File: src/rtl/pipelined_carry_gen.sv
// Pipelined ripple carry generator: per 2-bit group propagate/generate feeding a
// CARRY4-style chain, split into NSTAGES registered stages with operand/result skew.
module pipelined_carry_gen #(
  parameter int WIDTH            = 32,
  parameter int SLICES_PER_STAGE = 2
) (
  input  logic               clk,
  input  logic               rst_n,
  input  logic               in_valid,
  output logic               in_ready,
  input  logic [WIDTH-1:0]   a,
  input  logic [WIDTH-1:0]   b,
  input  logic               c_in,
  input  logic               sub,
  output logic               out_valid,
  input  logic               out_ready,
  output logic [WIDTH-1:0]   sum,
  output logic [WIDTH/2-1:0] c_out,
  output logic               co
);

  localparam int SW      = 8 * SLICES_PER_STAGE;
  localparam int GPS     = SW / 2;
  localparam int NSTAGES = WIDTH / SW;
  localparam int NGROUPS = WIDTH / 2;
  localparam int LAST    = NSTAGES - 1;

  if (SLICES_PER_STAGE < 1 || WIDTH < SW || (WIDTH % SW) != 0) begin : g_bad_width
    $error("pipelined_carry_gen: WIDTH must be a nonzero multiple of 8*SLICES_PER_STAGE");
  end

  // Handshake: a beat transfers on a port when valid & ready are both high at
  // the rising edge. One global enable advances (or holds) every stage at once,
  // so in_ready is high whenever the output register is empty or being drained.
  logic             adv;
  logic [WIDTH-1:0] bb0;
  logic             cin0;

  assign adv      = ~out_valid | out_ready;
  assign in_ready = adv;
  assign bb0      = sub ? ~b : b;
  assign cin0     = sub | c_in;

  for (genvar s = 0; s < NSTAGES; s++) begin : g_stage
    localparam int UW = WIDTH - SW * s;  // operand bits not yet consumed

    logic [UW-1:0]          a_i, bb_i;
    logic                   ci, v_i;
    logic [SW-1:0]          sum_s;
    logic [GPS-1:0]         cg_s;
    logic [SW*(s+1)-1:0]    sum_n, sum_q;
    logic [GPS*(s+1)-1:0]   cg_n, cg_q;
    logic                   v_q;

    if (s == 0) begin : g_src
      assign a_i   = a;
      assign bb_i  = bb0;
      assign ci    = cin0;
      assign v_i   = in_valid;
      assign sum_n = sum_s;
      assign cg_n  = cg_s;
    end else begin : g_src
      assign a_i   = g_stage[s-1].g_skew.a_q;
      assign bb_i  = g_stage[s-1].g_skew.bb_q;
      assign ci    = g_stage[s-1].cg_q[GPS*s-1];
      assign v_i   = g_stage[s-1].v_q;
      assign sum_n = {sum_s, g_stage[s-1].sum_q};
      assign cg_n  = {cg_s, g_stage[s-1].cg_q};
    end

    // Low SW bits of the pending operands form this stage's slices.
    always_comb begin : comb_slice
      logic c, cm, p0, p1, gen, prop;
      c     = ci;
      cm    = 1'b0;
      p0    = 1'b0;
      p1    = 1'b0;
      gen   = 1'b0;
      prop  = 1'b0;
      sum_s = '0;
      cg_s  = '0;
      for (int g = 0; g < GPS; g++) begin
        p0   = a_i[2*g] ^ bb_i[2*g];
        p1   = a_i[2*g+1] ^ bb_i[2*g+1];
        prop = p0 & p1;
        gen  = (a_i[2*g+1] & bb_i[2*g+1]) | (p1 & a_i[2*g] & bb_i[2*g]);
        cm   = (a_i[2*g] & bb_i[2*g]) | (p0 & c);
        sum_s[2*g]   = p0 ^ c;
        sum_s[2*g+1] = p1 ^ cm;
        c        = gen | (prop & c);
        cg_s[g]  = c;
      end
    end

    if (s < LAST) begin : g_skew
      logic [UW-SW-1:0] a_q, bb_q;
      always_ff @(posedge clk or negedge rst_n) begin
        if (!rst_n) begin
          a_q  <= '0;
          bb_q <= '0;
        end else if (adv) begin
          a_q  <= a_i[UW-1:SW];
          bb_q <= bb_i[UW-1:SW];
        end
      end
    end

    always_ff @(posedge clk or negedge rst_n) begin
      if (!rst_n) begin
        v_q   <= 1'b0;
        sum_q <= '0;
        cg_q  <= '0;
      end else if (adv) begin
        v_q   <= v_i;
        sum_q <= sum_n;
        cg_q  <= cg_n;
      end
    end
  end

  assign out_valid = g_stage[LAST].v_q;
  assign sum       = g_stage[LAST].sum_q;
  assign c_out     = g_stage[LAST].cg_q;
  assign co        = c_out[NGROUPS-1];

endmodule
File: config.mk
export PLATFORM = sky130hd
export DESIGN_NAME = pipelined_carry_gen
export DESIGN_NICKNAME = d
export VERILOG_FILES = /design/src/rtl/pipelined_carry_gen.sv
export SDC_FILE = /design/constraint.sdc
export NUM_CORES = 1
export LEC_CHECK = 0
export CAP_MARGIN = 20
export CORE_ASPECT_RATIO = 0.8
export CORE_MARGIN = 8
export CORE_UTILIZATION = 51
export CTS_CLUSTER_SIZE = 16
export DETAILED_ROUTE_END_ITERATION = 16
export PLACE_DENSITY = 0.76
export SLEW_MARGIN = 20
export SYNTH_ARGS = -nofsm -noshare
export SYNTH_HDL_FRONTEND = slang
export SYNTH_SLANG_ARGS = --single-unit
File: constraint.sdc
create_clock -name clk -period 3 [get_ports clk]
set_clock_uncertainty 0.15 [all_clocks]
set_input_delay 0.6 -clock clk [delete_from_list [all_inputs] [get_ports clk]]
set_output_delay 0.6 -clock clk [all_outputs]
set_load 0.1 [all_outputs]
== After elaboration in Yosys (flattened, before gate mapping) ==
Cells that the tools add are included.

* Add/subtract/negate cells: 0
* Multiply operators: 0
* Div/mod/pow operators: 0
* $lt $le $gt $ge: 0
* Equal/unequal tests: 0
* Shifts and indexed selects: 0
* Muxes and demuxes: 1
* Bitwise gates (word level): 228
* Reduce and logical (&&, ||, !) cells: 0

{| class="wikitable"
|+ Operators by type and width
! kind !! number
|-
| bitwise AND 1 bit || 112
|-
| bitwise XOR 1 bit || 64
|-
| OR 1 bit || 50
|-
| 2-to-1 mux 32 bit || 1
|-
| NOT 32 bit || 1
|-
| NOT 1 bit || 1
|}

* Register bits after elaboration: 106
* Latch bits: 0
* Bits in writable memories: 0
* ROM bits: 0
* Input port bits: 70
* Output and inout bits: 51
* Memories kept: 0

== Longest topological paths before layout ==
* Depth after elaboration: 22
* Mapped depth: 13

== Worst setup path before layout ==
Ideal clock, no wire load.

* Path type: input to register
* Start: in sub
* End: reg g_stage[0].sum_q[15]
* Library setup time: 134 ps
* Arrival: 3,135 ps
* Setup slack: -418 ps
* Stages: 13
* Buffers on the path: 3
* Cell sequence: buf_6 buf_6 buf_2 xor2_1 ha_1 o211a_1 a311oi_4 o22ai_2 o2bb2ai_4 o21ai_1 fa_1 xnor2_1 o21ai_0

* Longest elaborated chain between the ends: 21

{| class="wikitable"
|+ RTL lines
! what !! RTL line !! text
|-
| start, declared || 14 || <nowiki>input logic sub,</nowiki>
|-
| 2-to-1 mux 32 bit || 41 || <nowiki>assign bb0 = sub ? ~b : b;</nowiki>
|-
| bitwise XOR 1 bit || 84 || <nowiki>p1 = a_i[2*g+1] ^ bb_i[2*g+1];</nowiki>
|-
| bitwise AND 1 bit (2 in series) || 86 || <nowiki>gen = (a_i[2*g+1] & bb_i[2*g+1]) | (p1 & a_i[2*g] & bb_i[2*g]);</nowiki>
|-
| OR 1 bit || 86 ||
|-
| OR 1 bit || 90 || <nowiki>c = gen | (prop & c);</nowiki>
|-
| bitwise AND 1 bit || 90 ||
|-
| OR 1 bit || 90 ||
|-
| bitwise AND 1 bit || 90 ||
|-
| (+5 left out) || -- ||
|-
| bitwise AND 1 bit || 90 ||
|-
| OR 1 bit || 90 ||
|-
| bitwise AND 1 bit || 90 ||
|-
| OR 1 bit (*) || 90 ||
|-
| net g_stage[0].cg_n[6] || 52 || <nowiki>logic [GPS*(s+1)-1:0] cg_n, cg_q;</nowiki>
|-
| bitwise AND 1 bit (*) || 87 || <nowiki>cm = (a_i[2*g] & bb_i[2*g]) | (p0 & c);</nowiki>
|-
| OR 1 bit (*) || 87 ||
|-
| bitwise XOR 1 bit (*) || 89 || <nowiki>sum_s[2*g+1] = p1 ^ cm;</nowiki>
|-
| end signal, assigned || 115 || <nowiki>sum_q <= sum_n;</nowiki>
|-
| end, declared || 51 || <nowiki>logic [SW*(s+1)-1:0] sum_n, sum_q;</nowiki>
|}

Mark *: on every way through the listed nets, which the timed path passes. The rest lies on a longest branch.
A chain may end at the register's enable or synchronous reset.

== Worst setup path after layout ==
* Start: in b[11]
* End: reg g_stage[0].sum_q[14]

* Longest elaborated chain between the ends: 10

{| class="wikitable"
|+ RTL lines
! what !! RTL line !! text
|-
| start, declared || 12 || <nowiki>input logic [WIDTH-1:0] b,</nowiki>
|-
| NOT 32 bit || 41 ||
|-
| 2-to-1 mux 32 bit (*) || 41 ||
|-
| bitwise XOR 1 bit || 84 ||
|-
| bitwise AND 1 bit (2 in series) || 86 ||
|-
| OR 1 bit || 86 ||
|-
| OR 1 bit (*) || 90 ||
|-
| bitwise AND 1 bit (*) || 90 ||
|-
| OR 1 bit (*) || 90 ||
|-
| net g_stage[0].cg_n[6] || 52 ||
|-
| bitwise XOR 1 bit (*) || 88 || <nowiki>sum_s[2*g] = p0 ^ c;</nowiki>
|-
| net g_stage[0].sum_n[14] || 51 ||
|}

Marked as above.

==> impl_metrics.env <==
export IMPL_status="complete, no violations"
export IMPL_die_h_um=109
export IMPL_crit_fanout=2
export IMPL_ios=121
export IMPL_setup_viol=0
export IMPL_clk_pin_slew_ns=0.07
export IMPL_vias_per_cell=5.01
export IMPL_syn_nets=689
export IMPL_ys_warn_count=0
export IMPL_grt_start_max_net_pins=71
export IMPL_htreeDepth=3
export IMPL_timing_fmax_ghz=0.348
export IMPL_fin_crit_sh=0.958
export IMPL_diodes=0
export IMPL_start_util=0.515
export IMPL_synth_most_common_cell="nand2_1"
export IMPL_grt_pass1_vias=4718
export IMPL_syn_avg_cell_area_um2=9.63
export IMPL_drive_gt1_frac=0.178
export IMPL_cts_sinks=106
export IMPL_leakagePower_nw=3.59
export IMPL_synthToLayoutAreaGrowth_pct=34.2
export IMPL_track_usage=0.191
export IMPL_ys_types=41
export IMPL_synth_top_cells_by_count="145 x nand2_1, 106 x dfrtp_1, 45 x nor2_1, 44 x a21oi_1, 37 x xor2_1"
export IMPL_tritoncts="done"
export IMPL_powerDensity_nw_per_um2=960
export IMPL_finalHoldViolCount=0
export IMPL_end_kind="register"
export IMPL_synth_area_leaders="dfrtp_1 48%, nand2_1 9.9%, ha_1 7.3%"
export IMPL_synth_edf_count=0
export IMPL_grt_pass1_wl_um=22400
export IMPL_detail_route_antenna_nets=0
export IMPL_max_cap_violations=0
export IMPL_drc=0
export IMPL_dr_first_iter_drc_count=188
export IMPL_max_vdd_ir_drop_mv=0.619
export IMPL_syn_area_um2=5500
export IMPL_overflow=0
export IMPL_postSynthCellCount=571
export IMPL_first_pass_iters=4
export IMPL_antenna_found_initial=0
export IMPL_worstSetupPathType="input pin to register"
export IMPL_worstPathArrival_ns=3.01
export IMPL_finalMaxSlewViolations=0
export IMPL_numPortBuffers=120
export IMPL_synth_top_area_cell="dfrtp_1"
export IMPL_worstSkewPairLatency_ns=0.34
export IMPL_hold_ws_ns=0.0346
export IMPL_wl_um=13300
export IMPL_min_path_type="input pin to async pin"
export IMPL_finalSetupTns_ns=0
export IMPL_place_gp_congestion=0.822
export IMPL_synth_seq_cells=106
export IMPL_critPathRequiredTime_ns=3.13
export IMPL_tightest_slew_ns=0.587
export IMPL_cts_hold_buf=0
export IMPL_die_area_um2=14400
export IMPL_die_w_um=132
export IMPL_yosysTopAreaCellShare=0.482
export IMPL_ys_flop_type="dfrtp_1"
export IMPL_wl_per_cell_um=15.5
export IMPL_nNetsFinal=828
export IMPL_cts_root_buf="clkbuf_16"
export IMPL_dp_hpwl_um=10000
export IMPL_vias=4302
export IMPL_clockBufferDepth=2
export IMPL_start_kind="input pin"
export IMPL_core_area_um2=10700
export IMPL_async_reset_ff_frac=1.00
export IMPL_numCtsBuffers=9
export IMPL_period_needed_ns=2.87
export IMPL_ys_seq_area_frac=0.482
export IMPL_fp_row_count=34
export IMPL_timing_slew_headroom=0.609
## path summary, 6_finish.rpt
path	startpoint	to	slack (ns)	depth (start not counted)
worst max-delay path	b[11]	g_stage[0].sum_q[14]	0.13	11
worst min-delay path	rst_n	g_stage[0].g_skew.a_q[0]	0.03	1
worst max register to register	g_stage[0].g_skew.a_q[0]	sum[28]	0.28	9
worst min register to register	g_stage[0].sum_q[9]	sum[9]	0.32	2
max in group asynchronous	rst_n	g_stage[0].cg_q[2]	1.98	2
min in group clk	g_stage[0].sum_q[9]	sum[9]	0.32	2
## critical path, cell delays in order
cell,delay (ns)
clkdlybuf4s50_1,0.47
xor2_1,0.16
ha_1,0.27
a31oi_2,0.21
nor2_1,0.07
a311oi_1,0.30
buf_4,0.18
o21ai_4,0.06
fa_2,0.56
nand2_1,0.05
nand2_1,0.07
## stage by stage
| step | utilization | total power, W | cells | worst slack [ns] | cell area, µm² |
|---|---|---|---|---|---|
| finish | 0.691 | 0.00709 | 859 | 0.127 | 7380 |
| global route | 0.691 | 0.00744 | 859 | -0.0160 | 7380 |
| CTS | 0.682 | 0.00712 | 856 | 0.0160 | 7280 |
| detailed placement | 0.650 | 0.00578 | 839 | -0.443 | 6940 |
| global placement | 0.650 | 0.00569 | 839 | -0.311 | 6940 |
| floorplan | - | 0.00483 | 571 | -0.265 | 5550 |
## layout by cell type (no fill, tap or decap), drive strengths merged, types with 3 or more instances in the layout
cell / count
a21oi: 44
inv: 35
o21ai: 32
o21a: 4
nand2: 145
xor2: 38
ha: 32
clkdlybuf4s50: 63
dfrtp: 106
a21o: 4
xnor2: 10
nor2: 45
nor2b: 3
a31oi: 8
buf: 89
clkbuf: 10
fa: 16
dlymetal6s2s: 4
a311oi: 4
## repair_timing
item	4_1_cts	5_1_grt
setup buffers	1	3
pin swaps	3	7
endpoints found under the setup margin	4	9
resized for setup	0	14
gates cloned	0	0
## registers in the layout (all words and copies together) (netlist names)
signal / flops
c_out: 16
g_stage.cg_q: 8
g_stage.g_skew.a_q: 16
g_stage.g_skew.bb_q: 16
g_stage.sum_q: 16
g_stage.v_q: 1
out_valid: 1
sum: 32
## layout make-up
type	count	area, µm²
inverter	32	123
clock inverter	6	95.1
clock buffer	10	239
tap	144	180
timing repair buffer	156	1400
fill	820	3300
multi-input combinational	405	2700
sequential	106	2650
## report_power, final
group | total [W] | internal [W] | switching, W | leakage, nW
registers | 0.00209 | 0.00184 | 0.000250 | 1.25
clock network | 0.00130 | 0.000765 | 0.000538 | 0.164
logic | 0.00369 | 0.000940 | 0.00275 | 2.17
## kinds of logic (layout without fill, tap and decap cells)
family / Yosys count / after routing / share of synthesized area
buffers and inverters: 60 / 204 / 0.0448
muxes: 2 / 2 / 0.00409
and+or+nand+nor: 202 / 202 / 0.143
xor gates and xnor gates: 48 / 48 / 0.0778
adders and majority gates: 48 / 48 / 0.131
DFF: 106 / 106 / 0.482
AOI/OAI and AO/OA: 105 / 105 / 0.117
## metal layers
metal | wire length, µm | up-vias | GRT usage
met5 | 0 | - | 0
met4 | 162 | 0 | 0.0540
met3 | 659 | 17 | 0.0497
met2 | 6600 | 100 | 0.340
met1 | 5890 | 2079 | 0.228
li1 | - | 2106 | -
No activity file was read; power rests on OpenSTA's default activity.
